--- src/rtl/ledsuit_pkg.sv ---
// Shared definitions for the ledsuit frame-memory path.
// Bus width defaults and read-return tag encoding.
package ledsuit_pkg;

    localparam int DEFAULT_ADDRESS_WIDTH = 13;
    localparam int DEFAULT_DATA_WIDTH    = 8;

    localparam logic REQ_SPI = 1'b0;
    localparam logic REQ_LED = 1'b1;

    typedef struct packed {
        logic valid;
        logic id;
    } rd_tag_t;

endpackage

--- src/rtl/bram_arb_rd_pipe.sv ---
// Two-stage read tag shift register.
// Stage 2 lines up with the BRAM read data.
import ledsuit_pkg::*;

module bram_arb_rd_pipe (
    input  logic    clk,
    input  logic    rst,
    input  rd_tag_t tag_in,
    output rd_tag_t tag_out
);

    rd_tag_t stage1;
    rd_tag_t stage2;

    always_ff @(posedge clk or posedge rst) begin
        if (rst) begin
            stage1 <= '0;
            stage2 <= '0;
        end else begin
            stage1 <= tag_in;
            stage2 <= stage1;
        end
    end

    assign tag_out = stage2;

endmodule

--- src/rtl/bram_port_arbiter.sv ---
// Two-requester arbiter for one single-port frame BRAM.
// Fixed priority to the SPI side with a starvation guard for the LED side.
import ledsuit_pkg::*;

module bram_port_arbiter #(
    parameter int ADDRESS_WIDTH = DEFAULT_ADDRESS_WIDTH,
    parameter int DATA_WIDTH    = DEFAULT_DATA_WIDTH,
    parameter int MAX_R0_RUN    = 4
) (
    input  logic                     clk,
    input  logic                     rst,
    input  logic                     r0_req,
    input  logic                     r0_we,
    input  logic [ADDRESS_WIDTH-1:0] r0_addr,
    input  logic [DATA_WIDTH-1:0]    r0_din,
    output logic                     r0_gnt,
    output logic                     r0_rvalid,
    output logic [DATA_WIDTH-1:0]    r0_dout,
    input  logic                     r1_req,
    input  logic [ADDRESS_WIDTH-1:0] r1_addr,
    output logic                     r1_gnt,
    output logic                     r1_rvalid,
    output logic [DATA_WIDTH-1:0]    r1_dout,
    output logic                     mem_we,
    output logic [ADDRESS_WIDTH-1:0] mem_addr,
    output logic [DATA_WIDTH-1:0]    mem_din,
    input  logic [DATA_WIDTH-1:0]    mem_dout
);

    localparam logic [3:0] RUN_LIMIT = 4'(MAX_R0_RUN);

    logic [3:0] run_cnt;
    logic       run_full;
    rd_tag_t    tag_in;
    rd_tag_t    tag_out;

    assign run_full = (run_cnt == RUN_LIMIT);

    // r1 takes the port when r0 is idle or r0 has used up its run.
    assign r1_gnt = r1_req & (~r0_req | run_full);
    assign r0_gnt = r0_req & ~r1_gnt;

    always_ff @(posedge clk or posedge rst) begin
        if (rst) begin
            run_cnt <= '0;
        end else if (!r1_req || r1_gnt) begin
            run_cnt <= '0;
        end else if (r0_gnt && !run_full) begin
            run_cnt <= run_cnt + 4'd1;
        end
    end

    always_ff @(posedge clk or posedge rst) begin
        if (rst) begin
            mem_we   <= 1'b0;
            mem_addr <= '0;
            mem_din  <= '0;
        end else if (r0_gnt) begin
            mem_we   <= r0_we;
            mem_addr <= r0_addr;
            mem_din  <= r0_din;
        end else if (r1_gnt) begin
            mem_we   <= 1'b0;
            mem_addr <= r1_addr;
        end else begin
            mem_we   <= 1'b0;
        end
    end

    assign tag_in.valid = (r0_gnt & ~r0_we) | r1_gnt;
    assign tag_in.id    = r1_gnt ? REQ_LED : REQ_SPI;

    bram_arb_rd_pipe u_rd_pipe (
        .clk     (clk),
        .rst     (rst),
        .tag_in  (tag_in),
        .tag_out (tag_out)
    );

    assign r0_rvalid = tag_out.valid & (tag_out.id == REQ_SPI);
    assign r1_rvalid = tag_out.valid & (tag_out.id == REQ_LED);
    assign r0_dout   = mem_dout;
    assign r1_dout   = mem_dout;

endmodule

--- config.mk ---
export PLATFORM = sky130hd
export DESIGN_NAME = bram_port_arbiter
export DESIGN_NICKNAME = d
export VERILOG_FILES = /design/src/rtl/ledsuit_pkg.sv /design/src/rtl/bram_arb_rd_pipe.sv /design/src/rtl/bram_port_arbiter.sv
export SDC_FILE = /design/constraint.sdc
export NUM_CORES = 1
export LEC_CHECK = 0
export ABC_AREA = 1
export BUFFER_PORTS_ARGS = -buffer_cell sky130_fd_sc_hd__buf_4
export CORE_MARGIN = 2
export CORE_UTILIZATION = 43
export DETAILED_ROUTE_END_ITERATION = 8
export PLACE_DENSITY = 0.81
export SLEW_MARGIN = 20
export SYNTH_ARGS = -nofsm -noshare
export SYNTH_HDL_FRONTEND = slang
export SYNTH_HIERARCHICAL = 1
export SYNTH_SLANG_ARGS = --single-unit
--- constraint.sdc ---
create_clock -name clk -period 1.54 [get_ports clk]
set_clock_uncertainty 0.1 [all_clocks]
set_input_delay 0.231 -clock clk [delete_from_list [all_inputs] [get_ports clk]]
set_output_delay 0.231 -clock clk [all_outputs]
set_load 0.02 [all_outputs]
==> results.json <==
{
  "postRouteWirelength_mm": 3.49,
  "grt_max_degree": 20,
  "cts_tree": "built",
  "synth_seq_cells": 30,
  "ys_types": 18,
  "cts_sinks": 30,
  "yosys.area.top_type_share_pct": 50.8,
  "overflow": 0,
  "cap_viol_max_count": 0,
  "grt_use_total_pct": 18.1,
  "antenna_found_initial": 0,
  "synth-compound-area-share_pct": 1.44,
  "cellLeakagePower_uw": 0.00113,
  "insertion_delay_ps": 310,
  "hold_start": "r0_din[3]",
  "path_cells": "inv_1, ha_2, nand3_4, o21ai_4, inv_2, buf_6",
  "slew_viol_final": 0,
  "syn_avg_cell_area_um2": 8.65,
  "power_density_nw_per_um2": 826,
  "cp-start-kind": "flip-flop",
  "slew_headroom_pct": 70.6,
  "hold_slack_ps": 11.1,
  "required_ps": 1210,
  "endpoint_kind": "primary output",
  "worstReg2RegStart": "run_cnt[0]",
  "crit_family": "flip-flops",
  "fin_ws_ps": -189,
  "cts_root_buffer": "clkbuf_4",
  "synth-adder-area-share_pct": 1.69,
  "num_vias": 1329,
  "layout.nets": 289,
  "timing_worst_slew_pin_value_ps": 440,
  "numCtsBuffers": 5,
  "core.rowCount": 21,
  "io_pins": 89,
  "min_path_type": "primary input to flip-flop",
  "die_h_um": 62.6,
  "fin_util_pct": 63.6,
  "die_width_um": 62.6,
  "clock_path_buffers": 2,
  "drive_gt1_share_pct": 38.3,
  "drc_errors": 0,
  "die_area_um2": 3920,
  "synth_top_family_by_area": "simple AND/OR/NAND/NOR gates",
  "setup_viol": 2,
  "hold_viol_final": 0,
  "min_period_over_period_pct": 112,
  "syn2layout_area_growth_pct": 42.3,
  "synthTopCellsByArea": "dfrtp_1 (51%), nand3_1 (12%), nand2_1 (11%)",
  "setup.worst_path.start": "run_cnt[0]",
  "yosysTopAreaCell": "dfrtp_1",
  "syn_area_um2": 1480,
  "max_stage_delay_ps": 380,
  "start_util_pct": 44.7,
  "drtIter0Drc": 91,
  "clock.fmax_ghz": 0.579,
  "avgViaCountPerCell": 4.65,
  "violations": "negative setup slack",
  "firstDrtPassIters": 5,
  "wl_per_cell_um": 12.2,
  "grt_setup_unrepaired": "yes",
  "crit_slowest_cell": "dfrtp_1",
  "synthMuxAreaShare_pct": 0,
  "worst-path-max-fanout": 3,
  "path_buf_inv": 3,
  "yosysWarnings": 6,
  "grt_pass1_wl_mm": 5.56,
  "hpwl_mm": 2.51,
  "synth-seq-area-share_pct": 50.8,
  "arrival_ps": 1400,
  "pre_cts_slack_ps": 30.6,
  "cts.htree.levels": 2,
  "syn-num-nets": 220,
  "grt_pass1_vias": 1213,
  "fin_crit_ps": 1730,
  "diodes": 0,
  "critPathKind": "flip-flop to primary output",
  "synthSimpleGateAreaFrac_pct": 29.2,
  "place_congestion": 0.741,
  "synthCells": 171,
  "clk_pin_slew_ps": 80,
  "status": "finished with violations",
  "drtAntennaViolNets": 0,
  "core_area_um2": 3310,
  "peakVddDrop_mv": 0.582,
  "port_buffers": 64,
  "synth-xor-area-share_pct": 1.18
}
-- logic make-up (layout without fill, tap and decap cells) --
kind of cell             Yosys count  after routing
adder cells (fa/ha/maj)            2              2
AO/OA/AOI/OAI                      2              2
flip-flops                        30             30
AND/OR/NAND/NOR                   95             95
buffers and inverters             40            109
XOR/XNOR                           2              2
-- final timing paths --
kind / to / cells past startpoint / slack [ps]
max: r0_gnt / 6 / -190
min: mem_din[3] / 3 / 10
max reg2reg: u_rd_pipe/stage1[1] / 7 / 60
min reg2reg: u_rd_pipe/tag_out[0] / 0 / 250
max in group asynchronous: mem_we / 4 / 510
min in group asynchronous: u_rd_pipe/tag_out[0] / 3 / 260
-- worst reg2reg max path: stages, from the launching register on --
cell and delay [ps]:
dfrtp_1 380, inv_1 60, ha_2 190, nand3_4 100
o21ai_4 160, buf_4 140, buf_8 130, o21ai_0 80
-- power breakdown --
part | leakage (uW) | switching (uW) | internal (uW) | total, uW
registers | 0.000374 | 32.9 | 851 | 884
logic | 0.000734 | 230 | 220 | 449
clock network | 0.0000254 | 234 | 172 | 406
total | 0.00113 | 497 | 1240 | 1740
-- repair_timing --
| item | in CTS | in global routing |
|---|---|---|
| pin swaps | 3 | 3 |
| hold endpoints to repair | 12 | 5 |
| endpoints found under the setup margin | 2 | 25 |
| hold buffers | 1 | 5 |
| buffers inserted | 3 | 3 |
| gates resized for setup | 4 | 6 |
-- metrics by stage --
step | TNS [ps] | instance area, um^2 | total power [uW] | instances
after floorplan | 0 | 1480 | 1170 | 171
after global placement | 0 | 1920 | 1310 | 267
after detailed placement | 0 | 1920 | 1320 | 267
after CTS | -391 | 2010 | 1730 | 278
after global routing | -593 | 2100 | 1840 | 286
final | -361 | 2100 | 1740 | 286
-- flip-flops by register name (all words and copies together) (netlist names) --
signal             count
mem_addr              13
mem_din                8
run_cnt                4
u_rd_pipe/stage1       2
u_rd_pipe/tag_out      2
mem_we                 1
-- final cells by class --
class,count,area [um^2]
clock buffer,7,45.0
inverter,18,71.3
tap,46,57.6
multi-input combinational,101,508
fill,296,1210
timing repair buffer,84,672
sequential,30,751
-- per-layer routing --
metal | vias to the layer above | GRT usage, % | wire, um
met3 | 2 | 7.21 | 253
met5 | - | 0 | 0
li1 | 654 | - | -
met2 | 53 | 30.1 | 1810
met1 | 620 | 22.4 | 1410
met4 | 0 | 3.61 | 13
-- layout by cell type, fill, tap and decap left out, drive strengths merged, types with 2 or more instances in the layout --
| cell type | count |
|---|---|
| o21ai | 2 |
| dfrtp | 30 |
| inv | 17 |
| ha | 2 |
| nand3 | 36 |
| buf | 78 |
| nor2 | 13 |
| clkbuf | 7 |
| nand2 | 46 |
| dlygate4sd3 | 6 |
-- Yosys cell counts (all sizes together) --
cell / instances
ha: 2
nor2: 13
nand3: 36
xnor2: 1
dfrtp: 30
inv: 18
o21ai: 2
xor2: 1
buf: 22
nand2: 46
Power figures use the tool's default switching activity.
